--- src/rtl/alu_cmd_pkg.sv ---
`default_nettype none
// ============================================================================
// alu_cmd_pkg: FSM state encoding and frame-length helpers.         Rev 1.0
// ============================================================================
package alu_cmd_pkg;

  typedef logic [2:0] state_t;

  localparam logic [2:0] c_st_rx_a    = 3'd0;
  localparam logic [2:0] c_st_rx_b    = 3'd1;
  localparam logic [2:0] c_st_rx_op   = 3'd2;
  localparam logic [2:0] c_st_exec    = 3'd3;
  localparam logic [2:0] c_st_tx_load = 3'd4;
  localparam logic [2:0] c_st_tx_wait = 3'd5;

  localparam logic [3:0] c_max_valid_op = 4'b1001;

  function automatic int unsigned bytes_per_operand(input int unsigned bus_width);
    return bus_width / 8;
  endfunction

  // Result bytes followed by one status byte.
  function automatic int unsigned tx_byte_count(input int unsigned bus_width);
    return bytes_per_operand(bus_width) + 1;
  endfunction

endpackage
`default_nettype wire

--- src/rtl/inactivity_timer.sv ---
`default_nettype none
// ============================================================================
// inactivity_timer: counts idle cycles, pulses expire on the last one. Rev 1.0
// ============================================================================
module inactivity_timer #(
  parameter int unsigned TIMEOUT_CYCLES = 1000000
) (
  input  logic clk,
  input  logic rst_n,
  input  logic enable,
  input  logic clear,
  output logic expire
);

  localparam int unsigned c_cw = (TIMEOUT_CYCLES > 1) ? $clog2(TIMEOUT_CYCLES) : 1;
  localparam logic [c_cw-1:0] c_last = c_cw'(TIMEOUT_CYCLES - 1);
  localparam logic [c_cw-1:0] c_one  = c_cw'(1);

  logic [c_cw-1:0] r_count;

  // A clear in the same cycle as the final count suppresses the expiry.
  assign expire = enable && !clear && (r_count == c_last);

  always_ff @(posedge clk or negedge rst_n) begin
    if (!rst_n) begin
      r_count <= '0;
    end else if (clear || !enable || expire) begin
      r_count <= '0;
    end else begin
      r_count <= r_count + c_one;
    end
  end

endmodule
`default_nettype wire

--- src/rtl/alu_cmd_interface.sv ---
`default_nettype none
// ============================================================================
// alu_cmd_interface: receives A/B/opcode byte frames for an ALU and returns
// the result plus a status byte through a byte transmitter.         Rev 1.0
// ============================================================================
module alu_cmd_interface
  import alu_cmd_pkg::*;
#(
  parameter int unsigned BUS_WIDTH      = 32,
  parameter int unsigned OP_BITS        = 4,
  parameter int unsigned TIMEOUT_CYCLES = 1000000
) (
  input  logic                 clk,
  input  logic                 rst_n,
  input  logic [7:0]           rx_data,
  input  logic                 rx_done,
  output logic [BUS_WIDTH-1:0] alu_a,
  output logic [BUS_WIDTH-1:0] alu_b,
  output logic [OP_BITS-1:0]   alu_op,
  input  logic [BUS_WIDTH-1:0] alu_result,
  input  logic                 alu_zero,
  output logic [7:0]           tx_data,
  output logic                 tx_start,
  input  logic                 tx_busy,
  input  logic                 tx_done,
  output logic                 busy
);

  localparam int unsigned c_nbytes = bytes_per_operand(BUS_WIDTH);
  localparam int unsigned c_ntx    = tx_byte_count(BUS_WIDTH);
  localparam int unsigned c_cw     = $clog2(c_ntx + 1);
  localparam logic [c_cw-1:0] c_last_opnd = c_cw'(c_nbytes - 1);
  localparam logic [c_cw-1:0] c_last_tx   = c_cw'(c_ntx - 1);
  localparam logic [c_cw-1:0] c_one       = c_cw'(1);

  state_t               r_state;
  logic [c_cw-1:0]      r_cnt;
  logic [BUS_WIDTH-1:0] r_shift;
  logic [BUS_WIDTH-1:0] r_result;
  logic [7:0]           r_status;

  logic                 w_tmr_en;
  logic                 w_expire;
  logic                 w_op_invalid;
  logic [BUS_WIDTH-1:0] w_shift_next;
  logic [BUS_WIDTH-1:0] w_res_shift;
  logic [7:0]           w_tx_byte;

  // Operands arrive LSB first: each byte enters at the top and moves down.
  assign w_shift_next = (BUS_WIDTH'(rx_data) << (BUS_WIDTH - 8)) | (r_shift >> 8);
  assign w_res_shift  = r_result >> {r_cnt, 3'b000};
  assign w_tx_byte    = (r_cnt == c_last_tx) ? r_status : w_res_shift[7:0];
  assign w_op_invalid = int'(alu_op) > int'(c_max_valid_op);

  assign w_tmr_en = ((r_state == c_st_rx_a) && (r_cnt != '0)) ||
                    (r_state == c_st_rx_b) || (r_state == c_st_rx_op);
  assign busy     = !((r_state == c_st_rx_a) && (r_cnt == '0));

  inactivity_timer #(
    .TIMEOUT_CYCLES (TIMEOUT_CYCLES)
  ) u_timer (
    .clk    (clk),
    .rst_n  (rst_n),
    .enable (w_tmr_en),
    .clear  (rx_done),
    .expire (w_expire)
  );

  always_ff @(posedge clk or negedge rst_n) begin
    if (!rst_n) begin
      r_state  <= c_st_rx_a;
      r_cnt    <= '0;
      r_shift  <= '0;
      r_result <= '0;
      r_status <= '0;
      alu_a    <= '0;
      alu_b    <= '0;
      alu_op   <= '0;
      tx_data  <= '0;
      tx_start <= 1'b0;
    end else begin
      tx_start <= 1'b0;
      case (r_state)
        c_st_rx_a, c_st_rx_b: begin
          if (rx_done) begin
            if (r_cnt == c_last_opnd) begin
              r_cnt <= '0;
              if (r_state == c_st_rx_a) begin
                alu_a   <= w_shift_next;
                r_state <= c_st_rx_b;
              end else begin
                alu_b   <= w_shift_next;
                r_state <= c_st_rx_op;
              end
            end else begin
              r_shift <= w_shift_next;
              r_cnt   <= r_cnt + c_one;
            end
          end else if (w_expire) begin
            r_state <= c_st_rx_a;
            r_cnt   <= '0;
          end
        end
        c_st_rx_op: begin
          if (rx_done) begin
            alu_op  <= rx_data[OP_BITS-1:0];
            r_state <= c_st_exec;
          end else if (w_expire) begin
            r_state <= c_st_rx_a;
            r_cnt   <= '0;
          end
        end
        c_st_exec: begin
          r_result <= alu_result;
          r_status <= {6'b0, w_op_invalid, alu_zero};
          r_state  <= c_st_tx_load;
        end
        c_st_tx_load: begin
          if (!tx_busy) begin
            tx_data  <= w_tx_byte;
            tx_start <= 1'b1;
            r_state  <= c_st_tx_wait;
          end
        end
        c_st_tx_wait: begin
          if (tx_done) begin
            if (r_cnt == c_last_tx) begin
              r_cnt   <= '0;
              r_state <= c_st_rx_a;
            end else begin
              r_cnt   <= r_cnt + c_one;
              r_state <= c_st_tx_load;
            end
          end
        end
        default: begin
          r_state <= c_st_rx_a;
          r_cnt   <= '0;
        end
      endcase
    end
  end

endmodule
`default_nettype wire

--- config.mk ---
export PLATFORM = sky130hd
export DESIGN_NAME = alu_cmd_interface
export DESIGN_NICKNAME = d
export VERILOG_FILES = /design/src/rtl/alu_cmd_pkg.sv /design/src/rtl/inactivity_timer.sv /design/src/rtl/alu_cmd_interface.sv
export SDC_FILE = /design/constraint.sdc
export NUM_CORES = 1
export LEC_CHECK = 0
export CORE_ASPECT_RATIO = 1.25
export CORE_MARGIN = 8
export CORE_UTILIZATION = 61
export DETAILED_ROUTE_END_ITERATION = 8
export DONT_BUFFER_PORTS = 1
export GPL_ROUTABILITY_DRIVEN = 0
export PLACE_DENSITY = 0.84
export SYNTH_ARGS = -nofsm -noshare
export SYNTH_HDL_FRONTEND = slang
export SYNTH_SLANG_ARGS = --single-unit
export TNS_END_PERCENT = 20
--- constraint.sdc ---
create_clock -name clk -period 2.35 [get_ports clk]
set_input_delay 0.235 -clock clk [delete_from_list [all_inputs] [get_ports clk]]
set_output_delay 0.235 -clock clk [all_outputs]
set_load 0.02 [all_outputs]
==> flow_summary.ini, run 1 <==
[worst_setup_path]
cp-startpoint = r_cnt[0]$_DFFE_PN0P_
cp_top_family = simple AND/OR/NAND/NOR gates
cp.buffers_inverters = 1
r2r-start = u_timer.r_count[0]$_DFF_PN0_
cp_data_required_time_ns = 2.12
r2r_end = u_timer.r_count[8]$_DFF_PN0_
r2r_setup_slack_ns = 0.28
end_kind = output pin
crit_fanout = 4
cp_cell_sequence = inv_1, ha_2, or4b_4, or2_2
crit_path_top_delay_cell = or4b_4
r2r_cells = 5
worstSetupPathType = flip-flop to output pin
cp-start-kind = flip-flop
max_stage_delay_ns = 0.51
arrival_ns = 2.03

[sta]
rsz0062_at_grt = false
setup_viol = 0
max_freq_mhz = 441
hold_violations = 161
finClkSkew_ns = 0.00958
slew_viol_final = 0
layout_setup_ws_ns = 0.0812
period_share = 0.965
fin_setup_tns_ns = 0
hold-worst-slack_ns = -0.491
max_slew_margin = 0.650
finalCriticalPeriod_ns = 2.27
tightest_slew_ns = 0.523

[floorplanning]
design.core.area_sq_mm = 0.0109
rows = 43
start_util = 0.614
die-area_sq_mm = 0.0146
die_h_microns = 133
die_x_microns = 110
io_pins = 124

[power_and_ir_drop]
power.net_switching_w = 0.00391
p_leak_nw = 3.38
p_sw_frac = 0.349
power_w = 0.0112
internal_power_w = 0.00728
power_frac_seq = 0.518
combPwrFrac = 0.239
vdd_ir_drop_max_mv = 0.835
pwr-share-clk = 0.243
powerDensity_mw_per_mm2 = 1420

[layout]
area_growth_pct = 17.3
nets = 565
antennaDiodeCount = 0
drive_gt1_frac = 0.342
final_area_sq_mm = 0.00786
nFillCells = 678

[global_routing]
grt_max_degree = 162
overflow = 0
grt_usage = 0.203
grt_antenna_before_repair = 0
first_global_vias = 4269
grt_pass1_wl_microns = 22800

[clocking]
cts_buffer_depth = 2
cts_tree = done
root_buffer = clkbuf_16
cts.sinks = 161
insertion_delay_ns = 0.42
clkTransAtPathRegs_ns = 0.06
cts_max_level = 4
cts-hold-fix-buffers = 42
cts_buffers = 17

[place]
post-place-ws_ns = 0.303
portBuffers = 0
placed_cell_area_sq_mm = 0.00685
dp_hpwl_microns = 8810

[yosys]
ys_seq_area_frac = 0.601
synth_cell_type_count = 50
ys_ff_latch = 161
yosys.area.top_type = dfrtp_1
ys_top_cells_by_area = dfrtp_1 60%, mux2_2 21%, mux4_2 2.7%
syn_area_per_cell_sq_um = 14.3
synth_nets = 519
synth_area_sq_mm = 0.00670
synth_cells = 468
synth_warnings = 0
ys.flop_type = dfrtp_1
async_reset_ff_frac = 1.00
synth-edff-count = 0
yosys.area.top_type_share = 0.601

[job]
max_cap_viol_count = 0

[status]
violations = hold timing
status = complete, but fails checks

[route]
drc = 0
routed_wl_microns = 14100
vias = 3980
routedWlPerCell_microns = 21.3
vias_per_cell = 6.01
drtAntennaViolNets = 0
drt-pass1-iter-count = 4
drtIter0Drc = 161

[hold_path]
min_path_type = input pin to asynchronous set/reset pin
kinds of logic (layout without fill, tap and decap cells):
logic type	Yosys count	in the layout	share of synthesized area
fa+ha+maj	5	5	0.00933
xor+xnor	12	12	0.0157
compound gates	45	45	0.0454
simple gates	82	82	0.0680
flops	161	161	0.601
mux	134	134	0.239
buf+inv	29	88	0.0220
synthesized netlist by cell type, types with 2 or more instances:
master      n
o22ai_1     2
mux4_2      8
xor2_1      9
buf_4       5
mux2_2    125
nand4_1     7
a21o_1      2
a21oi_1    12
o31ai_1     3
nand3_1     8
nand2b_1    4
clkbuf_1    6
and4_1      2
inv_1       7
nor2_1     22
and3_1      3
nand2_1    12
nor3_1      2
ha_1        5
or3_1       4
o21ai_0    12
a22o_1      6
buf_2       9
xnor2_1     3
or4_1       3
dfrtp_1   161
nand3b_1    3
cell type report:
| class | count | area [sq um] | share of cell area |
|---|---|---|---|
| Multi-Input combinational cell | 278 | 2540 | 0.323 |
| Inverter | 7 | 26.3 | 0.00334 |
| Clock inverter | 10 | 126 | 0.0161 |
| Clock buffer | 22 | 464 | 0.0590 |
| Timing Repair Buffer | 49 | 510 | 0.0649 |
| Tap cell | 135 | 169 | 0.0215 |
| Sequential cell | 161 | 4030 | 0.512 |
state kept, by name (all words and copies together), names as in the netlist, 2 cells and up:
| register | cells |
|---|---|
| alu_op | 4 |
| u_timer.r_count | 20 |
| alu_b | 32 |
| tx_data | 8 |
| r_status | 2 |
| r_cnt | 3 |
| alu_a | 32 |
| r_shift | 24 |
| r_result | 32 |
| r_state | 3 |
layout by cell type (no fill, tap or decap), types with 6 or more instances in the layout:
cell,count
a21oi_1,12
nand4_1,7
dlygate4sd3_1,42
nor2_1,22
clkbuf_16,17
dfrtp_1,161
nand3_1,8
mux4_2,8
nand2_1,12
o21ai_0,12
a22o_1,6
mux2_2,125
inv_1,7
xor2_1,9
worst max-delay path by stage:
stage	end	slack, ns	cells past startpoint
CTS	busy	0.04	4
detailed placement	u_timer.r_count[8]$_DFF_PN0_	0.30	5
global route	busy	0.01	4
finish	busy	0.08	4
global placement	u_timer.r_count[5]$_DFF_PN0_	0.41	5
floorplan	busy	0.38	5
routing by layer:
layer | vias up | wire [microns] | track usage
met5 | - | 0 | 0
met1 | 2047 | 5240 | 0.222
met3 | 22 | 1230 | 0.0788
met4 | 0 | 257 | 0.0745
li1 | 1782 | - | -
met2 | 129 | 7390 | 0.344
per-stage QoR:
| step | cells | utilization |
|---|---|---|
| after global placement | 588 | 0.627 |
| after CTS | 662 | 0.720 |
| final | 662 | 0.720 |
| after detailed placement | 588 | 0.627 |
| after global routing | 662 | 0.720 |
| after floorplan | 468 | - |
repair_timing:
| item | CTS | global route |
|---|---|---|
| resized for setup | 1 | 1 |
| setup endpoints to repair | 1 | 1 |
| endpoints found under the hold margin | 223 | 161 |
| buffers inserted | 0 | 0 |
| pin swaps | 0 | 0 |
power by group through the flow:
stage                     clock [W]  sequential, W  combinational [W]
final                       0.00272        0.00580            0.00268
after floorplan                   0        0.00537            0.00225
after detailed placement          0        0.00582            0.00258
after global placement            0        0.00573            0.00244
after CTS                   0.00275        0.00578            0.00266
after global routing        0.00288        0.00597            0.00292
Power figures use the tool's default switching activity.
==> inputs of run 2 (changes only) <==
--- a/config.mk
+++ b/config.mk
@@ -5,6 +5,7 @@
 export SDC_FILE = /design/constraint.sdc
 export NUM_CORES = 1
 export LEC_CHECK = 0
+export ABC_AREA = 1
 export CORE_ASPECT_RATIO = 1.25
 export CORE_MARGIN = 8
 export CORE_UTILIZATION = 61
==> run 2 against run 1 <==
  * The flow still finishes with violations (hold timing)
  * Synthesized area is 2.3% higher
  * Setup slack better by 0.17 ns
  * Count of clock-buffer cells in the layout is 5 lower
  * Final cell count is 45% higher
  * Flip-flop and latch count stayed put
  * Clock skew hardly changed
  * Critical path depth is 1 lower
  * Total power is 4.0% lower
  * Sequential power is 4.3% lower
  * Global-route usage is 2.4 points higher
  * First-iteration DRC count grew to 2.8 times the previous value
  * Critical path type unchanged
  * Largest cell class unchanged
  * Largest power group unchanged
  * Highest routed layer unchanged
==> flow_summary.ini, run 2 <==
[route]
vias = 5443
drtIter0Drc = 455
drc = 0
routedWlPerCell_microns = 17.5
drt-pass1-iter-count = 5
vias_per_cell = 5.67
routed_wl_microns = 16800
drtAntennaViolNets = 0

[worst_setup_path]
max_stage_delay_ns = 0.45
cp-startpoint = r_cnt[1]$_DFFE_PN0P_
cp_data_required_time_ns = 2.12
cp-start-kind = flip-flop
arrival_ns = 1.86
cp_top_family = flip-flops
cp.buffers_inverters = 1
worstSetupPathType = flip-flop to output pin
r2r-start = r_cnt[1]$_DFFE_PN0P_
end_kind = output pin
cp_cell_sequence = inv_1, ha_1, nand4_1
crit_fanout = 13
crit_path_top_delay_cell = dfrtp_1

[yosys]
syn_area_per_cell_sq_um = 8.81
yosysMostFrequentCell = nand2_1
synth_common_cells = 286 x nand2_1, 161 x dfrtp_1, 73 x o21ai_0, 68 x inv_1, 45 x nor2_1
async_reset_ff_frac = 1.00
synth-edff-count = 0
synth_area_sq_mm = 0.00686
synth_warnings = 0
yosys.area.top_type_share = 0.588
ys_top_cells_by_area = dfrtp_1 59%, nand2_1 16%, o21ai_0 5.3%
ys_seq_area_frac = 0.588
synth_cell_type_count = 31
synth_cells = 778
yosys.area.top_type = dfrtp_1
ys_ff_latch = 161
ys.flop_type = dfrtp_1
synth_nets = 829

[clocking]
cts_buffer_depth = 2
cts.sinks = 161
cts-hold-fix-buffers = 35
root_buffer = clkbuf_16
insertion_delay_ns = 0.43
cts_resized = 0
clkTransAtPathRegs_ns = 0.07
post-cts-setup-buffer-count = 0
cts_max_level = 4
cts_buffers = 17
cts_tree = done

[layout]
area_growth_pct = 15.6
layout_commonest_cell = nand2_1
multi_input_comb_area_sq_mm = 0.00244
top_regs = alu_a (32), alu_b (32), r_result (32)
final_area_sq_mm = 0.00793
final_cell_mix = 286 x nand2_1, 161 x dfrtp_1, 73 x o21ai_0
nFillCells = 758
drive_gt1_frac = 0.0583
nets = 862
seqCellArea_sq_mm = 0.00403

[sta]
hold_violations = 161
slew_viol_final = 0
finClkSkew_ns = 0.00916
tightest_slew_ns = 0.463
hold-worst-slack_ns = -0.504
period_share = 0.892
max_freq_mhz = 477
rsz0062_at_grt = false
max_slew_margin = 0.691
layout_setup_ws_ns = 0.253
setup_viol = 0
fin_setup_tns_ns = 0
finalCriticalPeriod_ns = 2.10

[floorplanning]
die_x_microns = 111
die-area_sq_mm = 0.0149
rows = 43
design.core.area_sq_mm = 0.0110
start_util = 0.622
die_h_microns = 135
io_pins = 124

[hold_path]
min_path_type = input pin to asynchronous set/reset pin

[global_routing]
overflow = 0
grt_usage = 0.227
grt_max_degree = 162
grt_antenna_before_repair = 1
grt_pass1_wl_microns = 27600
first_global_vias = 5521

[place]
portBuffers = 0
post-place-ws_ns = 0.371
dp_hpwl_microns = 10900
placed_cell_area_sq_mm = 0.00698

[job]
max_cap_viol_count = 0

[power_and_ir_drop]
powerDensity_mw_per_mm2 = 1360
vdd_ir_drop_max_mv = 0.871
p_leak_nw = 3.80

[status]
violations = hold timing
status = complete, but fails checks
[run 2: logic make-up (layout without fill, tap and decap cells)]
group                      Yosys count  in the layout  share of synthesized area
and+or+nand+nor                    378            378                      0.224
DFF                                161            161                      0.588
AOI/OAI and AO/OA                  126            126                      0.111
buffers and inverters               99            145                     0.0571
xor gates and xnor gates             9              9                     0.0115
adders and majority gates            5              5                    0.00912
other                                0              1                          0
[run 2: routing by layer]
layer	vias to the layer above	wire length [microns]	GRT usage
met3	59	1340	0.0790
met1	2621	6170	0.247
li1	2543	-	-
met5	-	0	0
met2	220	8610	0.384
met4	0	678	0.122
[run 2: final timing paths]
kind	end	cells past startpoint	slack, ns
setup / recovery	busy	3	0.25
hold reg to reg	r_shift[29]$_DFFE_PN0P_	2	0.49
hold / removal	r_result[20]$_DFFE_PN0P_	0	-0.50
setup reg to reg	u_timer.r_count[15]$_DFF_PN0_	7	0.29
min in group clk	r_shift[29]$_DFFE_PN0P_	2	0
max in group asynchronous	alu_b[3]$_DFFE_PN0P_	0	2.69
[run 2: metrics by stage]
step / utilization / instances / power [W] / hold WS (ns)
floorplan: - / 778 / 0.00707 / -0.0606
global placement: 0.633 / 892 / 0.00769 / -0.0562
detailed placement: 0.633 / 892 / 0.00787 / -0.0555
CTS: 0.718 / 959 / 0.0107 / -0.501
global route: 0.719 / 960 / 0.0114 / -0.515
finish: 0.719 / 960 / 0.0107 / -0.504
[run 2: layout make-up]
type                            instances  share of cell area
Antenna cell                            1            0.000316
Clock buffer                           17              0.0537
Clock inverter                         15              0.0215
Inverter                               71              0.0336
Multi-Input combinational cell        518               0.307
Sequential cell                       161               0.508
Tap cell                              135              0.0213
Timing Repair Buffer                   42              0.0540
[run 2: where the power goes]
| part | leakage [nW] | internal, W | total, W | switching, W |
|---|---|---|---|---|
| Clock | 0.294 | 0.00160 | 0.00280 | 0.00120 |
| Combinational | 1.44 | 0.000950 | 0.00239 | 0.00144 |
| Sequential | 2.07 | 0.00390 | 0.00555 | 0.00166 |
==> inputs of run 3 (changes only) <==
--- a/config.mk
+++ b/config.mk
@@ -12,6 +12,7 @@
 export DETAILED_ROUTE_END_ITERATION = 8
 export DONT_BUFFER_PORTS = 1
 export GPL_ROUTABILITY_DRIVEN = 0
+export MAX_ROUTING_LAYER = met4
 export PLACE_DENSITY = 0.84
 export SYNTH_ARGS = -nofsm -noshare
 export SYNTH_HDL_FRONTEND = slang
==> run 3 against run 2 <==
  * Via count is 0.29% lower
  * Final cell count stayed put
  * Sequential power about the same
  * Flip-flop and latch count is the same
  * Die area unchanged
  * Clock power is essentially flat
  * The flow still finishes with violations (hold timing)
  * Critical path depth unchanged
  * Hold slack better by 0.00094 ns
  * Maximum frequency increased by 0.30%
  * Global-route usage rose by 0.67 points
==> flow_summary.ini, run 3 (synthesized netlist as in run 2, its figures left out) <==
[place]
portBuffers = 0
dp_hpwl_microns = 10900

[global_routing]
grt_pass1_wl_microns = 27600
grt_max_degree = 162
grt_usage = 0.234
grt_antenna_before_repair = 1
overflow = 0
first_global_vias = 5514

[route]
routed_wl_microns = 16800
drtIter0Drc = 453
drt-pass1-iter-count = 5
drtAntennaViolNets = 0
vias = 5427
vias_per_cell = 5.65
routedWlPerCell_microns = 17.5
drc = 0

[worst_setup_path]
cp-start-kind = flip-flop
max_stage_delay_ns = 0.45
end_kind = output pin
worstSetupPathType = flip-flop to output pin
arrival_ns = 1.86
crit_path_top_delay_cell = dfrtp_1
cp.buffers_inverters = 1
crit_fanout = 13
cp_data_required_time_ns = 2.12
cp_cell_sequence = inv_1, ha_1, nand4_1
cp_top_family = flip-flops

[floorplanning]
io_pins = 124
die_x_microns = 111
die_h_microns = 135
design.core.area_sq_mm = 0.0110
start_util = 0.622
die-area_sq_mm = 0.0149
rows = 43

[hold_path]
min_path_type = input pin to asynchronous set/reset pin

[power_and_ir_drop]
pwr-share-clk = 0.260
internal_power_w = 0.00645
combPwrFrac = 0.223
powerDensity_mw_per_mm2 = 1360
p_sw_frac = 0.400
power.net_switching_w = 0.00430
p_leak_nw = 3.80
vdd_ir_drop_max_mv = 0.867
power_frac_seq = 0.517

[clocking]
cts_resized = 0
post-cts-setup-buffer-count = 0
root_buffer = clkbuf_16
clkTransAtPathRegs_ns = 0.07
cts_buffer_depth = 2
cts_max_level = 4
cts.sinks = 161
insertion_delay_ns = 0.43
cts_buffers = 17
cts-hold-fix-buffers = 35
cts_tree = done

[sta]
setup_viol = 0
period_share = 0.890
hold_violations = 161
hold-worst-slack_ns = -0.503
tightest_slew_ns = 0.448
rsz0062_at_grt = false
fin_setup_tns_ns = 0
slew_viol_final = 0
max_freq_mhz = 478
finalCriticalPeriod_ns = 2.09
max_slew_margin = 0.701
finClkSkew_ns = 0.00902

[status]
status = complete, but fails checks
violations = hold timing

[layout]
nets = 862
drive_gt1_frac = 0.0583
layout_commonest_cell = nand2_1
final_cell_mix = 286 x nand2_1, 161 x dfrtp_1, 73 x o21ai_0
area_growth_pct = 15.6
top_regs = alu_a (32), alu_b (32), r_result (32)

[job]
max_cap_viol_count = 0
-- run 3: path summary, 6_finish.rpt --
kind,slack [ns],cells after the start,from,endpoint
worst max-delay path,0.26,3,r_cnt[1]$_DFFE_PN0P_,busy
worst min-delay path,-0.50,0,rst_n,r_result[11]$_DFFE_PN0P_
max in group asynchronous,2.62,0,rst_n,r_shift[30]$_DFFE_PN0P_
worst max register to register,0.32,7,r_cnt[1]$_DFFE_PN0P_,u_timer.r_count[15]$_DFF_PN0_
worst min register to register,0.48,2,r_result[18]$_DFFE_PN0P_,r_result[18]$_DFFE_PN0P_
min in group clk,0,2,rx_data[5],r_shift[29]$_DFFE_PN0P_
-- run 3: stage by stage --
step                      cells  setup slack [ns]  total power [W]  area, sq um  utilization
after floorplan             778             0.496          0.00707         6860            -
after global placement      892             0.503          0.00769         6980        0.633
after detailed placement    892             0.371          0.00787         6980        0.633
after CTS                   959             0.273           0.0107         7920        0.718
after global routing        960            0.0912           0.0114         7930        0.719
final                       960             0.260           0.0107         7930        0.719
-- run 3: cell type report --
class | count | area, sq um
Antenna cell | 1 | 2.50
Clock buffer | 17 | 425
Clock inverter | 15 | 170
Fill cell | 758 | 3100
Inverter | 71 | 267
Multi-Input combinational cell | 518 | 2440
Sequential cell | 161 | 4030
Tap cell | 135 | 169
Timing Repair Buffer | 42 | 428
-- run 3: layer usage --
layer	part of all wire	GRT usage	wire, microns	vias up
li1	-	-	-	2544
met1	0.37	0.249	6200	2595
met2	0.51	0.385	8570	226
met3	0.079	0.0759	1320	62
met4	0.042	0.120	713	0
met5	0	-	0	-
-- run 3: power by group through the flow --
| stage | logic [W] | clock network (W) | registers (W) |
|---|---|---|---|
| floorplan | 0.00185 | 0 | 0.00522 |
| global placement | 0.00216 | 0 | 0.00553 |
| detailed placement | 0.00229 | 0 | 0.00557 |
| CTS | 0.00237 | 0.00281 | 0.00556 |
| global route | 0.00276 | 0.00293 | 0.00569 |
| finish | 0.00239 | 0.00280 | 0.00555 |
